<file path="src/rtl/audio_dac_tx.sv">
// Serial audio transmitter: frame FIFO feeding an I2S / left-justified serialiser
// slaved to codec BCLK/LRCK, which are synchronised and sampled in the clk domain.
module audio_dac_tx #(
  parameter int unsigned WIDTH            = 16,
  parameter int unsigned FIFO_DEPTH       = 4,
  parameter int unsigned MODE             = 0,
  parameter int unsigned HOLD_ON_UNDERRUN = 1
) (
  input  logic                            clk,
  input  logic                            rst_n,
  input  logic                            in_valid,
  input  logic [WIDTH-1:0]                in_left,
  input  logic [WIDTH-1:0]                in_right,
  output logic                            in_ready,
  input  logic                            AUD_BCLK,
  input  logic                            AUD_DACLRCK,
  output logic                            AUD_DACDAT,
  output logic [$clog2(FIFO_DEPTH):0]     fifo_level,
  output logic                            underrun,
  output logic [15:0]                     underrun_count
);

  localparam int unsigned AW = $clog2(FIFO_DEPTH);
  localparam int unsigned LW = AW + 1;
  localparam int unsigned CW = $clog2(WIDTH);

  typedef enum logic [1:0] {S_IDLE, S_DELAY, S_SHIFT, S_PAD} state_t;

  logic          bclk_s1, bclk_s2, bclk_prev;
  logic          lrck_s1, lrck_s2, lrck_prev;
  logic          lrck_last;
  logic          bclk_fall, slot_start, slot_left, frame_start;
  logic          fifo_empty, push, pop;
  logic [AW-1:0] wr_ptr, rd_ptr;
  logic [2*WIDTH-1:0] mem [FIFO_DEPTH];
  logic [2*WIDTH-1:0] rd_data;
  logic [WIDTH-1:0]   new_word, shreg, right_hold, last_l, last_r;
  logic [CW-1:0]      cnt;
  state_t             state;

  // Codec clock synchronisers with one history flop each
  always_ff @(posedge clk or negedge rst_n) begin
    if (!rst_n) begin
      bclk_s1   <= 1'b0;
      bclk_s2   <= 1'b0;
      bclk_prev <= 1'b0;
      lrck_s1   <= 1'b0;
      lrck_s2   <= 1'b0;
      lrck_prev <= 1'b0;
    end else begin
      bclk_s1   <= AUD_BCLK;
      bclk_s2   <= bclk_s1;
      bclk_prev <= bclk_s2;
      lrck_s1   <= AUD_DACLRCK;
      lrck_s2   <= lrck_s1;
      lrck_prev <= lrck_s2;
    end
  end

  assign bclk_fall   = bclk_prev & ~bclk_s2;
  assign slot_start  = bclk_fall & (lrck_s2 != lrck_last);
  assign slot_left   = (MODE == 1) ? lrck_s2 : ~lrck_s2;
  assign frame_start = slot_start & slot_left;

  assign fifo_empty = (fifo_level == '0);
  assign in_ready   = (fifo_level < LW'(FIFO_DEPTH));
  assign push       = in_valid & in_ready;
  assign pop        = frame_start & ~fifo_empty;
  assign rd_data    = mem[rd_ptr];

  // Storage array carries no reset; validity is tracked by the level/pointers
  always_ff @(posedge clk) begin
    if (push) mem[wr_ptr] <= {in_left, in_right};
  end

  // Word loaded at a slot start: FIFO head, held frame on underrun, or right half of the current frame
  always_comb begin
    new_word = '0;
    if (slot_left) begin
      if (!fifo_empty)                new_word = rd_data[2*WIDTH-1:WIDTH];
      else if (HOLD_ON_UNDERRUN != 0) new_word = last_l;
    end else begin
      new_word = right_hold;
    end
  end

  always_ff @(posedge clk or negedge rst_n) begin
    if (!rst_n) begin
      wr_ptr         <= '0;
      rd_ptr         <= '0;
      fifo_level     <= '0;
      lrck_last      <= 1'b0;
      underrun       <= 1'b0;
      underrun_count <= '0;
      right_hold     <= '0;
      last_l         <= '0;
      last_r         <= '0;
    end else begin
      underrun <= 1'b0;
      if (push) wr_ptr <= wr_ptr + AW'(1);
      if (pop)  rd_ptr <= rd_ptr + AW'(1);
      fifo_level <= fifo_level + LW'(push) - LW'(pop);
      if (bclk_fall) lrck_last <= lrck_s2;
      if (frame_start) begin
        if (!fifo_empty) begin
          last_l     <= rd_data[2*WIDTH-1:WIDTH];
          last_r     <= rd_data[WIDTH-1:0];
          right_hold <= rd_data[WIDTH-1:0];
        end else begin
          underrun <= 1'b1;
          if (underrun_count != 16'hFFFF) underrun_count <= underrun_count + 16'd1;
          right_hold <= (HOLD_ON_UNDERRUN != 0) ? last_r : '0;
        end
      end
    end
  end

  // Serialiser FSM; any slot start aborts the current word
  always_ff @(posedge clk or negedge rst_n) begin
    if (!rst_n) begin
      state      <= S_IDLE;
      shreg      <= '0;
      cnt        <= '0;
      AUD_DACDAT <= 1'b0;
    end else if (bclk_fall) begin
      if (slot_start && (slot_left || state != S_IDLE)) begin
        if (MODE == 1) begin
          AUD_DACDAT <= new_word[WIDTH-1];
          shreg      <= {new_word[WIDTH-2:0], 1'b0};
          cnt        <= CW'(WIDTH - 1);
          state      <= S_SHIFT;
        end else begin
          AUD_DACDAT <= 1'b0;
          shreg      <= new_word;
          state      <= S_DELAY;
        end
      end else begin
        case (state)
          S_DELAY: begin
            AUD_DACDAT <= shreg[WIDTH-1];
            shreg      <= {shreg[WIDTH-2:0], 1'b0};
            cnt        <= CW'(WIDTH - 1);
            state      <= S_SHIFT;
          end
          S_SHIFT: begin
            if (cnt == '0) begin
              AUD_DACDAT <= 1'b0;
              state      <= S_PAD;
            end else begin
              AUD_DACDAT <= shreg[WIDTH-1];
              shreg      <= {shreg[WIDTH-2:0], 1'b0};
              cnt        <= cnt - CW'(1);
            end
          end
          default: AUD_DACDAT <= 1'b0;
        endcase
      end
    end
  end

endmodule

</file>
<file path="config.mk">
export PLATFORM = sky130hd
export DESIGN_NAME = audio_dac_tx
export DESIGN_NICKNAME = d
export VERILOG_FILES = /design/src/rtl/audio_dac_tx.sv
export SDC_FILE = /design/constraint.sdc
export NUM_CORES = 1
export LEC_CHECK = 0
export ABC_AREA = 1
export BUFFER_PORTS_ARGS = -buffer_cell sky130_fd_sc_hd__buf_2
export CELL_PAD_IN_SITES_DETAIL_PLACEMENT = 1
export CELL_PAD_IN_SITES_GLOBAL_PLACEMENT = 2
export CORE_MARGIN = 5
export CORE_UTILIZATION = 36
export DETAILED_ROUTE_END_ITERATION = 8
export HOLD_SLACK_MARGIN = 0.1
export PLACE_DENSITY = 0.76
export SYNTH_ARGS = -nofsm -noshare
export SYNTH_HDL_FRONTEND = slang
export SYNTH_SLANG_ARGS = --single-unit
</file>
<file path="constraint.sdc">
create_clock -name clk -period 2.2 [get_ports clk]
set_input_delay 0.22 -clock clk [delete_from_list [all_inputs] [get_ports clk]]
set_output_delay 0.22 -clock clk [all_outputs]
set_load 0.03 [all_outputs]
</file>
==> flow_metrics.py, run 1 <==
metrics = {
    "global_route": {
        "globalRouteOverflowTotal": 0,
        "grt_pass1_wl_um": 36000,
        "grtUsageTotal": 0.155,
        "grt_max_degree": 67,
        "antenna_found_initial": 0,
        "grt_pass1_vias": 6680,
    },
    "yosys": {
        "ys.flop_type": "edfxtp_1",
        "syn_area_per_cell_um2": 10.2,
        "synthXorXnorAreaFrac": 0.0154,
        "synthAdderAreaFrac": 0.0173,
        "synth_common_cells": "nand2_1, edfxtp_1, nor2_1, dfrtp_1, nand3_1",
        "synth_seq_area_share": 0.654,
        "synth_mux_area_frac": 0,
        "ys_top_cells_by_area": "edfxtp_1, dfrtp_1, nand2_1",
        "ys_warn_count": 0,
        "yosysMostFrequentCell": "nand2_1",
        "synth_area_um2": 9130,
        "synth_compound_area_frac": 0.0624,
        "synth_top_family_by_area": "simple AND/OR/NAND/NOR gates",
        "synth_cells": 892,
        "async_flop_share": 0.399,
        "synth-simple-area-share": 0.208,
        "yosysTopAreaCell": "edfxtp_1",
        "synth_nets": 941,
        "netlist.area_leader.share": 0.421,
        "netlist-cell-type-count": 35,
        "ys_seq_elements": 213,
        "synth-edff-count": 128,
    },
    "cells_and_area": {
        "finish.net_count": 1038,
        "multi_input_area_um2": 2830,
        "finish.utilization": 0.440,
        "area_delta_synth_final_pct": 21.0,
        "antenna_cells": 0,
        "fin_cells": 1338,
        "layout-drive-gt1-share": 0.162,
        "regArea_um2": 5980,
        "fillers": 2796,
    },
    "worst_setup_path": {
        "cp_slowest_cell": "dfrtp_1",
        "setup.worst_path.start": "bclk_s2",
        "endpoint_kind": "flip-flop",
        "start_kind": "flip-flop",
        "r2r_start": "bclk_s2",
        "critical_path_class": "flip-flop to flip-flop",
        "crit_fanout": 3,
        "crit_arrival_ns": 2.40,
        "crit_required_ns": 2.60,
        "path_cells": "inv_2 -> nand2_2 -> nor2_4 -> nand2_2 -> nor2_4 -> ha_4 -> inv_2 -> ha_4 -> inv_2 -> fa_2 -> xnor2_2 -> xor2_1",
        "cpPeakStageDelay_ns": 0.39,
        "cpMostUsedCell": "inv_2",
    },
    "routing": {
        "wl_per_cell_um": 16.2,
        "finalWirelength_um": 21600,
        "drc": 0,
        "ant_nets": 0,
        "drt_iter0_markers": 349,
        "num_vias": 6388,
        "dr.pass1.iters": 4,
        "via_per_inst": 4.77,
    },
    "sta": {
        "period_share": 0.909,
        "relSlewSlack": 0.565,
        "fmax_mhz": 500,
        "slew_viol_final": 0,
        "fin_hold_ws_ns": 0.245,
        "finalSetupViolations": 0,
        "fin_crit_ns": 2.00,
        "clock-skew-final_ns": 0.0141,
        "worst_pin_slew_ns": 0.652,
        "finalHoldViolCount": 0,
        "rsz0062_at_grt": "false",
    },
    "die": {
        "num_rows": 58,
        "core_area_um2": 25100,
        "die_area_um2": 28600,
        "fp.dieW_um": 169,
        "die_h_um": 169,
        "io_pins": 59,
        "start_util": 0.363,
    },
    "clock_tree": {
        "htree_num_levels": 1,
        "cts.sinks": 213,
        "clock_tree.buffer_depth": 3,
        "clkTransAtPathRegs_ns": 0.05,
        "cts-resized-gates": 0,
        "cts_buffers": 25,
        "clockRootBuffer": "clkbuf_16",
        "clk-insertion-delay-late_ns": 0.53,
        "cts_tree": "done",
        "cts_setup_buffers": 0,
    },
    "status": {
        "outcome": "finished clean",
    },
    "pwr": {
        "ir_worst_vdd_mv": 0.594,
        "p_leak_uw": 0.00453,
        "p_per_area_nw_per_um2": 1200,
    },
    "placed_design": {
        "dp_hpwl_um": 13500,
        "placedCellCount": 1257,
        "portBuffers": 58,
        "gp_congestion": 0.728,
    },
    "worst_hold_path": {
        "hold_class": "input pin to flip-flop",
        "hp-start": "in_valid",
    },
    "run": {
        "max-cap-violations": 0,
    },
}
## worst max-delay path, delay by kind of cell (launching register included)
kind	cells	cell delay (ns)
buffers and inverters	3	0.15
xor gates and xnor gates	2	0.29
adders and majority gates	3	0.68
DFF	1	0.39
and+or+nand+nor	4	0.39
## final timing paths
path                                  to  cells past startpoint  slack, ns
min                            wr_ptr[0]                      4       0.25
min reg2reg                      bclk_s2                      0       0.38
max                        fifo_level[2]                     12       0.20
max in group asynchronous      rd_ptr[0]                      3       1.26
min in group asynchronous       state[1]                      2       0.29
max reg2reg                fifo_level[2]                     12       0.20
## metal layers
metal,wire [um],GRT usage,vias to the layer above
met5,0,0,-
met4,461,0.0347,0
met3,581,0.0221,36
met2,10800,0.271,78
met1,9810,0.205,3118
li1,-,-,3156
## flip-flops by register name, indices dropped and copies added (netlist names)
| name | flops |
|---|---|
| shreg | 16 |
| bclk_prev | 1 |
| state | 2 |
| bclk_s1 | 1 |
| underrun | 1 |
| rd_ptr | 2 |
| last_l | 16 |
| lrck_s2 | 1 |
| lrck_s1 | 1 |
| lrck_last | 1 |
| underrun_count | 16 |
| mem | 128 |
| fifo_level | 3 |
| last_r | 16 |
| wr_ptr | 2 |
| AUD_DACDAT | 1 |
| bclk_s2 | 1 |
| cnt | 4 |
## through the flow
stage	worst slack, ns	setup TNS (ns)	area [um^2]	power [uW]
floorplan	-0.0592	-0.0592	9210	8240
global placement	0.219	0	9920	9450
detailed placement	0.189	0	9920	9580
CTS	0.175	0	11000	13600
global route	0.0543	0	11000	14200
finish	0.201	0	11000	13300
## report_power, final
group | total (uW) | switching (uW) | internal, uW
registers | 5630 | 467 | 5160
clock network | 3840 | 1590 | 2250
logic | 3820 | 2510 | 1310
## kinds of logic (layout without fill, tap and decap cells)
group / after synthesis / after routing
xor+xnor: 16 / 16
buf+inv: 87 / 203
simple gates: 459 / 459
fa+ha+maj: 12 / 12
flops: 213 / 213
compound gates: 105 / 105
## cell type report
cell class / instances / area share
multi-input combinational: 592 / 0.256
timing repair buffer: 110 / 0.0789
sequential: 213 / 0.541
inverter: 47 / 0.0164
tap: 330 / 0.0374
clock inverter: 6 / 0.00419
clock buffer: 40 / 0.0654
## layout by cell type (no fill, tap or decap), types with 6 or more instances in the layout
cell / netlist / layout
nand2_1: 241 / 239
edfxtp_1: 128 / 128
nor2_1: 124 / 120
dfrtp_1: 85 / 81
nand3_1: 63 / 63
buf_2: 17 / 57
o21ai_0: 42 / 42
inv_1: 37 / 35
dlygate4sd3_1: 0 / 35
clkbuf_16: 0 / 25
o21ai_1: 22 / 22
a21oi_1: 18 / 18
a31oi_1: 13 / 13
inv_2: 10 / 11
clkbuf_1: 13 / 11
or2_2: 10 / 10
buf_4: 7 / 10
xor2_1: 9 / 9
ha_1: 11 / 9
buf_12: 0 / 8
nor2_2: 5 / 6
xnor2_1: 7 / 6
## repair_timing
action                                  in CTS  in global routing
endpoints found under the hold margin      174                  0
hold buffers                                35                  0
endpoints found under the setup margin       0                  0
Note: power is estimated with default switching activity, not from simulation.
==> run 2: changes to the inputs <==
- ABC_AREA: 1 -> default
- CORE_UTILIZATION: 36 -> 40
==> flow_metrics.py, run 2 <==
metrics = {
    "status": {
        "outcome": "finished clean",
    },
    "yosys": {
        "ys_warn_count": 0,
        "async_flop_share": 0.399,
        "syn_area_per_cell_um2": 15.2,
        "ys.flop_type": "edfxtp_1",
        "yosysMostFrequentCell": "edfxtp_1",
        "synth_seq_area_share": 0.664,
        "ys_seq_elements": 213,
        "synth_cells": 591,
        "netlist-cell-type-count": 52,
        "synth_area_um2": 8990,
        "yosysTopAreaCell": "edfxtp_1",
        "ys_top_cells_by_area": "edfxtp_1, dfrtp_1, mux4_2",
        "synth_common_cells": "edfxtp_1, dfrtp_1, nand2_1, inv_1, mux4_2",
        "synth_nets": 640,
        "synth-edff-count": 128,
        "netlist.area_leader.share": 0.427,
    },
    "die": {
        "die_area_um2": 25600,
        "num_rows": 54,
        "io_pins": 59,
        "die_h_um": 160,
        "start_util": 0.410,
        "fp.dieW_um": 160,
        "core_area_um2": 22000,
    },
    "cells_and_area": {
        "layout_common_cells": "edfxtp_1, dfrtp_1, nand2_1",
        "largest-register": "mem",
        "fillers": 2101,
        "area_delta_synth_final_pct": 22.8,
        "regArea_um2": 5970,
        "fin_area_um2": 11000,
        "largest_reg_flops": 128,
        "layout-drive-gt1-share": 0.291,
        "antenna_cells": 0,
        "multi_input_area_um2": 2780,
        "finish.net_count": 748,
        "final_common_cell": "edfxtp_1",
        "finish.utilization": 0.503,
    },
    "sta": {
        "setup-tns-final_ns": 0,
        "clock-skew-final_ns": 0.00889,
        "fmax_mhz": 477,
        "rsz0062_at_grt": "false",
        "worst_pin_slew_ns": 0.903,
        "period_share": 0.953,
        "fin_crit_ns": 2.10,
        "relSlewSlack": 0.392,
        "finalSetupViolations": 0,
        "finalHoldViolCount": 0,
        "slew_viol_final": 0,
    },
    "routing": {
        "num_vias": 5337,
        "drt_iter0_markers": 283,
        "drc": 0,
        "finalWirelength_um": 20100,
        "wl_per_cell_um": 20.2,
        "ant_nets": 0,
        "dr.pass1.iters": 4,
        "via_per_inst": 5.36,
    },
    "global_route": {
        "antenna_found_initial": 0,
        "grt_pass1_wl_um": 33100,
        "grt_pass1_vias": 5969,
        "grtUsageTotal": 0.159,
        "globalRouteOverflowTotal": 0,
        "grt_max_degree": 39,
    },
    "clock_tree": {
        "clk-insertion-delay-late_ns": 0.51,
        "clkTransAtPathRegs_ns": 0.06,
        "clockRootBuffer": "clkbuf_16",
        "cts_buffers": 23,
        "htree_num_levels": 1,
        "cts_tree": "done",
        "clock_tree.buffer_depth": 3,
        "cts.sinks": 213,
    },
    "worst_setup_path": {
        "start_kind": "flip-flop",
        "critical_path_class": "flip-flop to flip-flop",
        "crit_required_ns": 2.59,
        "crit_arrival_ns": 2.48,
        "crit_fanout": 3,
        "endpoint_kind": "flip-flop",
    },
    "placed_design": {
        "portBuffers": 58,
        "gp_congestion": 0.784,
        "dp_hpwl_um": 12700,
        "placed_area_um2": 9800,
    },
    "pwr": {
        "p_leak_uw": 0.00426,
        "ir_worst_vdd_mv": 0.756,
        "power_uw": 13300,
        "p_per_area_nw_per_um2": 1200,
    },
    "run": {
        "max-cap-violations": 0,
    },
    "worst_hold_path": {
        "hold_class": "input pin to async pin",
    },
}
run 2: path summary, 6_finish.rpt:
path	from	endpoint	slack, ns	cells after the start
max in group asynchronous	rst_n	last_r[2]	1.37	3
hold reg to reg	bclk_s1	bclk_s2	0.37	0
setup reg to reg	lrck_s2	fifo_level[2]	0.10	11
min in group clk	in_valid	wr_ptr[0]	0.23	4
hold / removal	rst_n	underrun_count[10]	0.19	2
setup / recovery	lrck_s2	fifo_level[2]	0.10	11
run 2: cell type report:
| class | instances | area share |
|---|---|---|
| multi-input cells | 296 | 0.252 |
| clock inverters | 15 | 0.0189 |
| well taps | 280 | 0.0317 |
| flip-flops and latches | 213 | 0.541 |
| repair buffers | 122 | 0.0859 |
| inverters | 43 | 0.0153 |
| clock buffers | 26 | 0.0558 |
run 2: kinds of logic (layout without fill, tap and decap cells):
| family | Yosys count | after routing | synth area share |
|---|---|---|---|
| flops | 213 | 213 | 0.664 |
| simple gates | 125 | 125 | 0.0755 |
| buf+inv | 82 | 206 | 0.0374 |
| compound gates | 72 | 72 | 0.0640 |
| mux | 69 | 69 | 0.124 |
| xor+xnor | 18 | 18 | 0.0175 |
| fa+ha+maj | 12 | 12 | 0.0175 |
run 2: repair_timing:
item / CTS / global route
resized for setup: 1 / 7
setup buffers: 1 / 1
endpoints found under the hold margin: 200 / 0
pin swaps: 1 / 5
endpoints found under the setup margin: 10 / 13
hold buffers: 35 / 0
run 2: through the flow:
stage | hold WS, ns | instances | setup slack [ns]
2_1_floorplan | -0.0756 | 591 | -0.435
3_3_place_gp | 0.187 | 917 | 0.0864
3_5_place_dp | 0.193 | 917 | 0.0187
4_1_cts | 0.193 | 994 | 0.0407
5_1_grt | 0.218 | 995 | 0.00140
6_report | 0.191 | 995 | 0.104
run 2: power by group:
part / total (uW) / internal (uW) / switching [uW]
Clock: 4190 / 2600 / 1590
Sequential: 5530 / 5130 / 394
Combinational: 3570 / 1640 / 1930
Total: 13300 / 9380 / 3910
run 2: layer usage:
layer	GRT usage	routed length (um)
met1	0.209	8430
met2	0.277	10400
met3	0.0276	901
met4	0.0387	356
met5	0	0
run 2: worst max-delay path, cell delays in order (launching register included):
cell and delay, ns:
dfrtp_1 0.43, nor4bb_4 0.28, buf_4 0.16, nand2_4 0.06
clkinv_4 0.05, ha_4 0.19, inv_4 0.05, ha_4 0.11
inv_2 0.03, fa_2 0.34, xnor2_2 0.14, xnor2_1 0.13
